File: src/rtl/hazard_scoreboard.sv
// Two-slot (EXE/MEM) RAW scoreboard that drives the decode-stage stall request.
// Supports forwarding and non-forwarding pipelines and keeps a saturating
// stall-cycle counter.
module hazard_scoreboard #(
  parameter int REG_W = 4,
  parameter int CNT_W = 16
) (
  input  logic             clk,
  input  logic             rst,
  input  logic             freeze,
  input  logic             flush,
  input  logic             fwd_en,
  input  logic [REG_W-1:0] src1,
  input  logic [REG_W-1:0] src2,
  input  logic             has_two_src,
  input  logic             ignore_hazard,
  input  logic             id_wb_en,
  input  logic             id_mem_r_en,
  input  logic [REG_W-1:0] id_dest,
  output logic             hazard,
  output logic [REG_W-1:0] exe_dest,
  output logic             exe_pending,
  output logic [CNT_W-1:0] stall_cycles
);

  typedef struct packed {
    logic             valid;
    logic             wb_en;
    logic             mem_r_en;
    logic [REG_W-1:0] dest;
  } slot_t;

  slot_t slot_exe, slot_mem, id_slot;
  logic  exe_hit, mem_hit;

  // The MEM-stage load flag travels with the slot but nothing consumes it here.
  logic  unused_mem_ld;
  assign unused_mem_ld = slot_mem.mem_r_en;

  function automatic logic hit(input slot_t s, input logic [REG_W-1:0] r);
    return s.valid && s.wb_en && (s.dest == r);
  endfunction

  // RAW detection; with forwarding only a load sitting in EXE must stall.
  always_comb begin
    exe_hit = hit(slot_exe, src1) || (has_two_src && hit(slot_exe, src2));
    mem_hit = hit(slot_mem, src1) || (has_two_src && hit(slot_mem, src2));
    hazard  = 1'b0;
    if (!ignore_hazard)
      hazard = fwd_en ? (exe_hit && slot_exe.mem_r_en) : (exe_hit || mem_hit);
  end

  // Slot image of the decode-stage instruction; flush or stall turns it into a bubble.
  always_comb begin
    id_slot = slot_t'{1'b1, id_wb_en, id_mem_r_en, id_dest};
    if (flush || hazard) id_slot = '0;
  end

  // Scoreboard advance; freeze holds everything.
  always_ff @(posedge clk or negedge rst) begin
    if (!rst) begin
      slot_exe <= '0;
      slot_mem <= '0;
    end else if (!freeze) begin
      slot_mem <= slot_exe;
      slot_exe <= id_slot;
    end
  end

  // Saturating count of unfrozen stall edges.
  always_ff @(posedge clk or negedge rst) begin
    if (!rst)
      stall_cycles <= '0;
    else if (!freeze && hazard && (stall_cycles != '1))
      stall_cycles <= stall_cycles + CNT_W'(1);
  end

  assign exe_dest    = slot_exe.dest;
  assign exe_pending = slot_exe.valid && slot_exe.wb_en;

endmodule

File: config.mk
export PLATFORM = sky130hd
export DESIGN_NAME = hazard_scoreboard
export DESIGN_NICKNAME = d
export VERILOG_FILES = /design/src/rtl/hazard_scoreboard.sv
export SDC_FILE = /design/constraint.sdc
export NUM_CORES = 1
export LEC_CHECK = 0
export CORE_UTILIZATION = 51
export CTS_CLUSTER_DIAMETER = 200
export DETAILED_ROUTE_END_ITERATION = 10
export GPL_ROUTABILITY_DRIVEN = 1
export HOLD_SLACK_MARGIN = 0.1
export MAX_ROUTING_LAYER = met4
export PLACE_DENSITY = 0.84
export SYNTH_ARGS = -nofsm -noshare
export SYNTH_HDL_FRONTEND = slang
export SYNTH_SLANG_ARGS = --single-unit
File: constraint.sdc
create_clock -name clk -period 4.9 [get_ports clk]
set_clock_uncertainty 0.2 [all_clocks]
set_input_delay 0.735 -clock clk [delete_from_list [all_inputs] [get_ports clk]]
set_output_delay 0.735 -clock clk [all_outputs]
set_load 0.005 [all_outputs]
==> metrics.txt, run 1 <==
compound-gate portion of the synthesized area 0.0783; number of max-capacitance violations reported 0; remaining global-route overflow 0; most common library cell in the layout ignoring fill and taps sky130_fd_sc_hd__clkdlybuf4s50_1; start of the worst register-to-register path stall_cycles[0]$_DFFE_PN0P_; violated checks design-rule violations; static leakage power 0.908 nW; type of the most critical hold path flop to flop; via total after detailed routing 1185; H-tree levels 2; CP Data Arrival Time 2870 ps; fraction of power consumed by combinational cells 0.167; Setup Fix Bufs, Post-CTS 0; number of instances on the worst hold path 1; parity-gate share of the synthesized area counting xor and xnor cells 0.173; multiplexer share of the synthesized area 0.0503; post-layout util 0.712; share of the synthesized area in the top cell type 0.463; cells after synthesis 139; capturing element type of the critical path output pin; post-placement cell area 0.00197 mm^2; crit path setup slack, layout 1090 ps; Mapped Area 0.00157 mm^2; end point of the most critical hold path stall_cycles[9]$_DFFE_PN0P_; Worst Min Path Start stall_cycles[9]$_DFFE_PN0P_; sequential element share of the synthesized area 0.463; clock tree from TritonCTS built; switching power of the nets 0.118 mW; count of pins over their slew limit 0; final cell area excluding filler cells 0.00201 mm^2; total half-perimeter wirelength after legalization and detailed placement 2280 um; total detailed-routing wirelength 3100 um; fin crit period 3810 ps; Synth cell types 35; IO Count 43; drt initial violations 63; top area cells in the synthesized netlist sky130_fd_sc_hd__dfrtp_1 46%, sky130_fd_sc_hd__xor2_1 11%, sky130_fd_sc_hd__xnor2_1 6.2%; Switching Fraction 0.253; status complete, but fails checks; overall die width 57.4 um; unrepaired setup endpoints after global routing false; Yosys Warn Count 0; aggregate global-route resource usage 0.221; adder-cell share of the synthesized area 0.00799; antenna-violating nets left 0; dpl ws 1080 ps; vertical die dimension 57.4 um; Syn Nets 161; routed len/inst 14.7 um; placeable core area 0.00283 mm^2; proportion of power drawn by the clock network 0.264; power per cell area 232 mW/mm^2; Synth-to-Final Area Change 28.6%; Data required, critical path 3960 ps; clock-pin slew reported for the worst setup and hold paths after clock tree synthesis 90 ps; buffer type at the clock tree root sky130_fd_sc_hd__clkbuf_4; number of antenna violations at the first check in global routing 0; number of failing setup endpoints in the final timing report 0; Setup Total Neg Slack 0 ps; last weighted congestion value of the routability-driven placer 0.847; top library cells by usage in the layout, fill and taps aside 42 x sky130_fd_sc_hd__clkdlybuf4s50_1, 29 x sky130_fd_sc_hd__dfrtp_1, 20 x sky130_fd_sc_hd__xor2_1, 11 x sky130_fd_sc_hd__xnor2_1, 10 x sky130_fd_sc_hd__nand2_1; average footprint of a synthesized cell 11.3 um^2; portion of the clock cycle consumed by the worst path in the final layout 0.778; pin count of the biggest net entering global routing 30; reg-to-reg setup timing slack 2480 ps; std cell rows 19; Max-Slew Margin vs Limit 0.434; starting density of the core 0.554; area of the die 0.00330 mm^2; fraction of layout instances using a drive strength above 1 0.122; hold violation count in the final report 0; global-route wire length before repair 5290 um; number of hold buffers added after CTS 0; reg2reg end stall_cycles[1]$_DFFE_PN0P_; total of cells resized after clock tree synthesis 0; CTS Buffer Depth 2; DRC Markers 3; clock latency at the later pin of the worst-skew pair 320 ps; achievable frequency 0.262 GHz; number of buffers created by CTS 5; ANT cells 0; Via-to-Cell Ratio 5.62; FF-to-FF path depth 7; critical path start-end classification input pin to output pin; number of buffers inserted by port buffering 42; measured slew at the worst slew-check pin 849 ps; worst-path fanout max 17; vias in the first global route 1150; number of sinks on the clock net 29; part of the power in registers 0.569; simple-gate share of the synthesized area 0.183; Nets 203; First-pass DRT Iterations 9; largest family of logic cells by synthesized area simple AND/OR/NAND/NOR gates; post-synthesis sequential element count 29; peak supply drop 173 uV; internal power 0.349 mW; cell type contributing the most total cell area after synthesis sky130_fd_sc_hd__dfrtp_1; Setup crit start kind input pin
worst max path at each step:
stage / cells after the start / end / from / slack, ps
after floorplan: 5 / hazard / src2[2] / 2190
after global placement: 6 / hazard / src2[2] / 1170
after detailed placement: 6 / hazard / src2[2] / 1080
after CTS: 6 / hazard / src2[2] / 1080
after global routing: 7 / hazard / src2[1] / 960
final: 6 / hazard / src2[2] / 1090
sequential cells by signal, summed over array words and instances, names as in the netlist:
signal        flops
slot_mem          6
slot_exe          3
stall_cycles     16
exe_dest          4
worst max-delay path, cell delays in order:
cell and delay, ps:
sky130_fd_sc_hd__clkdlybuf4s50_1 450, sky130_fd_sc_hd__xor2_1 180, sky130_fd_sc_hd__o41ai_1 460, sky130_fd_sc_hd__a22oi_2 350, sky130_fd_sc_hd__nor2_1 180, sky130_fd_sc_hd__clkdlybuf4s50_1 520
power by group through the flow:
stage	Clock [mW]	Sequential, mW	Combinational (mW)
final	0.124	0.266	0.0782
after global routing	0.141	0.268	0.0863
after CTS	0.130	0.266	0.0793
after detailed placement	0	0.271	0.0788
after global placement	0	0.270	0.0763
after floorplan	0	0.268	0.0417
cell usage after synthesis (all sizes together):
master,count
dfrtp,29
xor2,20
xnor2,11
nand2,10
nor2,9
buf,7
mux2,7
nor3,7
a22o,6
nand3,5
nand4,3
nor4,3
and3,2
inv,2
o41ai,2
or4,2
a21boi,1
a21o,1
a22oi,1
a31o,1
and2,1
and4,1
clkbuf,1
ha,1
nor3b,1
nor4b,1
o21a,1
or2,1
or3,1
or4b,1
cell type report:
cell class	count	area [um^2]
Inverter	2	7.51
Clock inverter	1	5.00
Multi-Input combinational cell	100	772
Timing Repair Buffer	43	428
Clock buffer	5	37.5
Fill cell	216	815
Tap cell	31	38.8
Sequential cell	29	726
per-stage QoR:
stage	total power, mW	std cells	hold WS (ps)
detailed placement	0.350	205	292
global placement	0.346	205	278
global route	0.496	211	338
floorplan	0.310	139	239
CTS	0.476	211	309
finish	0.468	211	310
logic make-up after synthesis:
family	count (synthesis)
adder cells (fa/ha/maj)	1
buffers and inverters	10
XOR/XNOR	31
AO/OA/AOI/OAI	13
multiplexers	7
AND/OR/NAND/NOR	48
flip-flops	29
metal layers:
layer / GRT usage / share of wire
met3: 0.0726 / 0.057
met1: 0.282 / 0.46
met5: - / 0
met4: 0.0906 / 0.0087
met2: 0.322 / 0.48
Note: power is estimated with default switching activity, not from simulation.
==> inputs of run 2 (changes only) <==
--- a/config.mk
+++ b/config.mk
@@ -5,13 +5,13 @@
 export SDC_FILE = /design/constraint.sdc
 export NUM_CORES = 1
 export LEC_CHECK = 0
-export CORE_UTILIZATION = 51
+export CORE_UTILIZATION = 47
 export CTS_CLUSTER_DIAMETER = 200
 export DETAILED_ROUTE_END_ITERATION = 10
 export GPL_ROUTABILITY_DRIVEN = 1
 export HOLD_SLACK_MARGIN = 0.1
 export MAX_ROUTING_LAYER = met4
-export PLACE_DENSITY = 0.84
+export PLACE_DENSITY = 0.78
 export SYNTH_ARGS = -nofsm -noshare
 export SYNTH_HDL_FRONTEND = slang
 export SYNTH_SLANG_ARGS = --single-unit
==> constraint.sdc (replaced) <==
create_clock -name clk -period 3.95 [get_ports clk]
set_clock_uncertainty 0.2 [all_clocks]
set_input_delay 0.5925 -clock clk [delete_from_list [all_inputs] [get_ports clk]]
set_output_delay 0.5925 -clock clk [all_outputs]
set_load 0.005 [all_outputs]
==> run 2 against run 1 <==
Against the previous run:
- flip-flop and latch count unchanged
- the flow now finishes without violations
- first-iteration DRC count decreased by 32%
- final cell count increased by 8.1%
- die area increased by 8.2%
- critical path depth unchanged
- critical endpoint unchanged
==> metrics.txt, run 2 (synthesis gave the netlist of run 1 again) <==
ANT cells 0 (unchanged); measured slew at the worst slew-check pin 490 ps (was 849 ps); reg2reg end stall_cycles[1]$_DFFE_PN0P_ (unchanged); register with the highest flop count stall_cycles (unchanged); timing endpoint of the critical path hazard (unchanged); Via-to-Cell Ratio 5.23 (was 5.62); clock latency at the later pin of the worst-skew pair 320 ps (about the same); aggregate global-route resource usage 0.226 (was 0.221); area of the die 0.00357 mm^2 (was 0.00330 mm^2); First-pass DRT Iterations 4 (was 9); buffer type at the clock tree root sky130_fd_sc_hd__clkbuf_4 (unchanged); hold violation count in the final report 0 (unchanged); std cell rows 20 (was 19); number of failing setup endpoints in the final timing report 0 (unchanged); fin crit period 3370 ps; instance count after placement with tap cells included 220 (was 205); starting density of the core 0.505 (was 0.554); placeable core area 0.00310 mm^2 (was 0.00283 mm^2); last weighted congestion value of the routability-driven placer 0.867 (was 0.847); number of antenna violations at the first check in global routing 0 (unchanged); number of buffers inserted by port buffering 42 (unchanged); via total after detailed routing 1193 (was 1185); overall die width 59.7 um (was 57.4 um); total of cells resized after clock tree synthesis 0 (unchanged); CP Data Arrival Time 2580 ps (was 2870 ps); start of the worst register-to-register path stall_cycles[0]$_DFFE_PN0P_ (unchanged); clock-pin slew reported for the worst setup and hold paths after clock tree synthesis 80 ps (was 90 ps); Synth-to-Final Area Change 31.0% (was 28.6%); number of hold buffers added after CTS 0 (unchanged); number of max-capacitance violations reported 0 (unchanged); H-tree levels 2 (unchanged); number of flip-flops under the largest register name 16 (unchanged); static leakage power 0.917 nW (was 0.908 nW); start point of the critical path src2[0] (was src2[2]); total half-perimeter wirelength after legalization and detailed placement 2470 um (was 2280 um); global-route wire length before repair 5670 um (was 5290 um); Setup crit start kind input pin (unchanged); status finished, final reports clean (was complete, but fails checks); vertical die dimension 59.7 um (was 57.4 um); DRC Markers 0 (was 3); remaining global-route overflow 0 (unchanged); fraction of layout instances using a drive strength above 1 0.125 (was 0.122); antenna-violating nets left 0 (unchanged); count of pins over their slew limit 0 (unchanged); FF-to-FF path depth 7 (unchanged); routed len/inst 14.9 um (was 14.7 um); Nets 205 (was 203); reg-to-reg setup timing slack 1540 ps (was 2480 ps); number of buffers created by CTS 5 (unchanged); top library cells by usage in the layout, fill and taps aside 42 x sky130_fd_sc_hd__clkdlybuf4s50_1, 29 x sky130_fd_sc_hd__dfrtp_1, 20 x sky130_fd_sc_hd__xor2_1, 11 x sky130_fd_sc_hd__xnor2_1, 10 x sky130_fd_sc_hd__nand2_1 (unchanged); Max-Slew Margin vs Limit 0.669 (was 0.434); clock tree from TritonCTS built (unchanged); type of the most critical hold path flop to flop (unchanged); unrepaired setup endpoints after global routing false (unchanged); critical path start-end classification input pin to output pin (unchanged); final cell count without fillers 228 (was 211); drt initial violations 43 (was 63); peak supply drop 181 uV (was 173 uV); most common library cell in the layout ignoring fill and taps sky130_fd_sc_hd__clkdlybuf4s50_1 (unchanged); power per cell area 291 mW/mm^2 (was 232 mW/mm^2); Data required, critical path 3160 ps (was 3960 ps); portion of the clock cycle consumed by the worst path in the final layout 0.853; capturing element type of the critical path output pin (unchanged); worst-path fanout max 2 (was 17); total power draw 0.597 mW (was 0.468 mW); vias in the first global route 1245 (was 1150); total detailed-routing wirelength 3390 um (was 3100 um); pin count of the biggest net entering global routing 30 (unchanged); CTS Buffer Depth 2 (unchanged); IO Count 43 (unchanged); number of sinks on the clock net 29 (unchanged); Setup Total Neg Slack 0 ps (unchanged); Setup Fix Bufs, Post-CTS 0 (unchanged); achievable frequency 0.297 GHz
-- run 2: cell types whose count changed in the layout (fill, tap and decap cells not counted) --
cell                       delta
sky130_fd_sc_hd__buf_4        +2
sky130_fd_sc_hd__clkbuf_1     +3
sky130_fd_sc_hd__clkinv_2     -1
-- run 2: final cells by class --
class / instances / area, um^2
fill: 288 / 1050
clock buffer: 8 / 48.8
multi-input combinational: 100 / 772
timing repair buffer: 45 / 443
inverter: 2 / 7.51
sequential: 29 / 726
tap: 44 / 55.1
-- run 2: metrics by stage --
stage                     setup WS, ps  hold slack [ps]  instance area, um^2  utilization
after floorplan                   1520             96.9                 1570            -
after global placement             718              277                 2000        0.646
after detailed placement           624              285                 2000        0.646
after CTS                          606              312                 2050        0.661
after global routing               496              319                 2050        0.661
final                              581              306                 2050        0.661
-- run 2: worst min-delay path by stage --
stage	slack [ps]	start	cells after the start	to
floorplan	100	rst	0	exe_dest[0]$_DFFE_PN0N_
global placement	280	slot_exe[6]$_DFFE_PN0N_	1	slot_exe[6]$_DFFE_PN0N_
detailed placement	280	slot_exe[6]$_DFFE_PN0N_	1	slot_exe[6]$_DFFE_PN0N_
CTS	310	stall_cycles[14]$_DFFE_PN0P_	1	stall_cycles[14]$_DFFE_PN0P_
global route	320	slot_mem[5]$_DFFE_PN0N_	1	slot_mem[5]$_DFFE_PN0N_
finish	310	stall_cycles[14]$_DFFE_PN0P_	1	stall_cycles[14]$_DFFE_PN0P_
-- run 2: critical path, stage by stage --
cell	delay, ps
sky130_fd_sc_hd__clkdlybuf4s50_1	460
sky130_fd_sc_hd__xor2_1	190
sky130_fd_sc_hd__o41ai_1	520
sky130_fd_sc_hd__a22oi_2	180
sky130_fd_sc_hd__nor2_1	120
sky130_fd_sc_hd__clkdlybuf4s50_1	510
-- run 2: power breakdown --
part	switching (mW)	internal, mW
Clock	0.0956	0.0708
Sequential	0.0176	0.313
Combinational	0.0399	0.0600
-- run 2: per-layer routing --
layer  track usage  routed length [um]
met3        0.0455                 155
met2         0.346                1620
met1         0.294                1560
met5             -                   0
met4        0.0897                  48
==> inputs of run 3 (changes only) <==
--- a/config.mk
+++ b/config.mk
@@ -5,13 +5,16 @@
 export SDC_FILE = /design/constraint.sdc
 export NUM_CORES = 1
 export LEC_CHECK = 0
-export CORE_UTILIZATION = 47
+export CELL_PAD_IN_SITES_DETAIL_PLACEMENT = 1
+export CELL_PAD_IN_SITES_GLOBAL_PLACEMENT = 2
+export CORE_UTILIZATION = 30
 export CTS_CLUSTER_DIAMETER = 200
 export DETAILED_ROUTE_END_ITERATION = 10
 export GPL_ROUTABILITY_DRIVEN = 1
 export HOLD_SLACK_MARGIN = 0.1
 export MAX_ROUTING_LAYER = met4
-export PLACE_DENSITY = 0.78
+export PLACE_DENSITY_LB_ADDON = 0.1
+export SKIP_LAST_GASP = 1
 export SYNTH_ARGS = -nofsm -noshare
 export SYNTH_HDL_FRONTEND = slang
 export SYNTH_SLANG_ARGS = --single-unit
==> run 3 against run 2 <==
Against the previous run:
- flip-flop and latch count did not move
- critical path depth did not move
- via count rose by 0.25%
- critical path type unchanged
- maximum frequency rose by 2.7%
- highest routed layer unchanged
- register-to-register slack got worse by 40 ps
- wire length rose by 10%
- die area rose by 55%
==> metrics.txt, run 3 (synthesis gave the netlist of run 1 again) <==
placeable core area 0.00488 mm^2 (was 0.00310 mm^2); count of pins over their slew limit 0 (unchanged); dpl ws 656 ps (was 624 ps); multi-input logic area 772 um^2 (unchanged); Switching Fraction 0.239 (was 0.257); area occupied by registers 726 um^2 (unchanged); register with the highest flop count stall_cycles (unchanged); Synth-to-Final Area Change 35.2% (was 31.0%); clock latency at the later pin of the worst-skew pair 270 ps (was 320 ps); global-route wire length before repair 6310 um (was 5670 um); smallest hold slack 302 ps (was 306 ps); start of the worst register-to-register path stall_cycles[0]$_DFFE_PN0P_ (unchanged); start point of the critical path src2[0] (unchanged); Data required, critical path 3160 ps (about the same); clock-pin slew reported for the worst setup and hold paths after clock tree synthesis 60 ps (was 80 ps); clock tree from TritonCTS built (unchanged); peak supply drop 150 uV (was 181 uV); hold violation count in the final report 0 (unchanged); number of instances on the worst hold path 1 (unchanged); number of hold buffers added after CTS 0 (unchanged); drt initial violations 26 (was 43); ANT cells 0 (unchanged); Via-to-Cell Ratio 4.78 (was 5.23); internal power 0.511 mW (was 0.444 mW); most common library cell in the layout ignoring fill and taps sky130_fd_sc_hd__clkdlybuf4s50_1 (unchanged); DRC Markers 0 (unchanged); H-tree levels 2 (unchanged); power per cell area 317 mW/mm^2 (was 291 mW/mm^2); number of antenna violations at the first check in global routing 0 (unchanged); portion of the clock cycle consumed by the worst path in the final layout 0.830 (was 0.853); met1 routing resource usage after global routing 0.176 (was 0.294); FF-to-FF path depth 7 (unchanged); vertical die dimension 74.3 um (was 59.7 um); achievable frequency 0.305 GHz (was 0.297 GHz); worst-path fanout max 2 (unchanged); Max-Slew Margin vs Limit 0.684 (was 0.669); Setup Fix Bufs, Post-CTS 0 (unchanged); CP Data Arrival Time 2490 ps (was 2580 ps); GR Layer Usage met3 0.0420 (was 0.0455); IO Count 43 (unchanged); area of the die 0.00551 mm^2 (was 0.00357 mm^2); number of buffers created by CTS 5 (unchanged); overall die width 74.3 um (was 59.7 um); number of sinks on the clock net 29 (unchanged); via total after detailed routing 1196 (was 1193); unrepaired setup endpoints after global routing false (unchanged); Nets 205 (unchanged); vias in the first global route 1355 (was 1245); fraction of power consumed by combinational cells 0.148 (was 0.167); total of cells resized after clock tree synthesis 0 (unchanged); capturing element type of the critical path output pin (unchanged); static leakage power 0.935 nW (was 0.917 nW); Worst Min Path Start slot_exe[6]$_DFFE_PN0N_ (was stall_cycles[14]$_DFFE_PN0P_); Setup Total Neg Slack 0 ps (unchanged); First-pass DRT Iterations 3 (was 4); switching power of the nets 0.161 mW (was 0.153 mW); buffer type at the clock tree root sky130_fd_sc_hd__clkbuf_8 (was sky130_fd_sc_hd__clkbuf_4); fraction of layout instances using a drive strength above 1 0.131 (was 0.125); fin crit period 3280 ps (was 3370 ps); starting density of the core 0.321 (was 0.505); critical path start-end classification input pin to output pin (unchanged); last weighted congestion value of the routability-driven placer 0.804 (was 0.867); most crowded layer after global routing met2 (unchanged); total detailed-routing wirelength 3730 um (was 3390 um); CTS Buffer Depth 2 (unchanged); Setup crit start kind input pin (unchanged); number of buffers inserted by port buffering 42 (unchanged); std cell rows 25 (was 20); measured slew at the worst slew-check pin 474 ps (was 490 ps); top library cells by usage in the layout, fill and taps aside 42 x sky130_fd_sc_hd__clkdlybuf4s50_1, 29 x sky130_fd_sc_hd__dfrtp_1, 20 x sky130_fd_sc_hd__xor2_1, 11 x sky130_fd_sc_hd__xnor2_1, 10 x sky130_fd_sc_hd__nand2_1 (unchanged); number of max-capacitance violations reported 0 (unchanged); number of failing setup endpoints in the final timing report 0 (unchanged); remaining global-route overflow 0 (unchanged); met2 routing resource usage after global routing 0.281 (was 0.346); number of fill cells 543 (was 288); type of the most critical hold path flop to flop (unchanged); part of the power in registers 0.493 (was 0.554); routed len/inst 14.9 um (about the same); status finished, final reports clean (unchanged); total half-perimeter wirelength after legalization and detailed placement 2680 um (was 2470 um); number of flip-flops under the largest register name 16 (unchanged); aggregate global-route resource usage 0.160 (was 0.226); antenna-violating nets left 0 (unchanged); crit path setup slack, layout 671 ps (was 581 ps); pin count of the biggest net entering global routing 30 (unchanged); proportion of power drawn by the clock network 0.359 (was 0.279)
## run 3: cell count changes in the layout (fill, tap and decap cells not counted)
| cell | change |
|---|---|
| sky130_fd_sc_hd__clkbuf_8 | +6 |
| sky130_fd_sc_hd__clkbuf_4 | -5 |
| sky130_fd_sc_hd__clkbuf_1 | -2 |
## run 3: final cells by class
cell class | instances | area share
clock buffers | 7 | 0.0408
multi-input cells | 100 | 0.364
well taps | 67 | 0.0396
repair buffers | 45 | 0.209
flip-flops and latches | 29 | 0.343
inverters | 2 | 0.00354
## run 3: worst paths after layout
path	to	slack (ps)
hold / removal	slot_exe[6]$_DFFE_PN0N_	300
setup reg to reg	stall_cycles[1]$_DFFE_PN0P_	1500
hold reg to reg	slot_exe[6]$_DFFE_PN0N_	300
setup / recovery	hazard	670
max in group asynchronous	stall_cycles[13]$_DFFE_PN0P_	2750
min in group asynchronous	stall_cycles[0]$_DFFE_PN0P_	510
## run 3: per-stage QoR
| stage | std cells | utilization | area [um^2] | power (mW) |
|---|---|---|---|---|
| after floorplan | 139 | - | 1570 | 0.385 |
| after global placement | 243 | 0.416 | 2030 | 0.434 |
| after detailed placement | 243 | 0.416 | 2030 | 0.438 |
| after CTS | 250 | 0.434 | 2120 | 0.688 |
| after global routing | 250 | 0.434 | 2120 | 0.712 |
| final | 250 | 0.434 | 2120 | 0.672 |
## run 3: power groups by stage
stage | clock network, mW | registers (mW) | logic [mW]
global route | 0.268 | 0.334 | 0.110
CTS | 0.255 | 0.331 | 0.102
finish | 0.241 | 0.331 | 0.0997
global placement | 0 | 0.336 | 0.0986
floorplan | 0 | 0.333 | 0.0518
detailed placement | 0 | 0.337 | 0.101
## run 3: worst max-delay path: stages
cell	delay, ps
sky130_fd_sc_hd__clkdlybuf4s50_1	470
sky130_fd_sc_hd__xor2_1	190
sky130_fd_sc_hd__o41ai_1	420
sky130_fd_sc_hd__a22oi_2	160
sky130_fd_sc_hd__nor2_1	140
sky130_fd_sc_hd__clkdlybuf4s50_1	520
## run 3: layer usage
layer	part of all wire	up-vias
li1	-	570
met4	0.0091	0
met5	0	-
met1	0.43	596
met2	0.52	26
met3	0.044	4
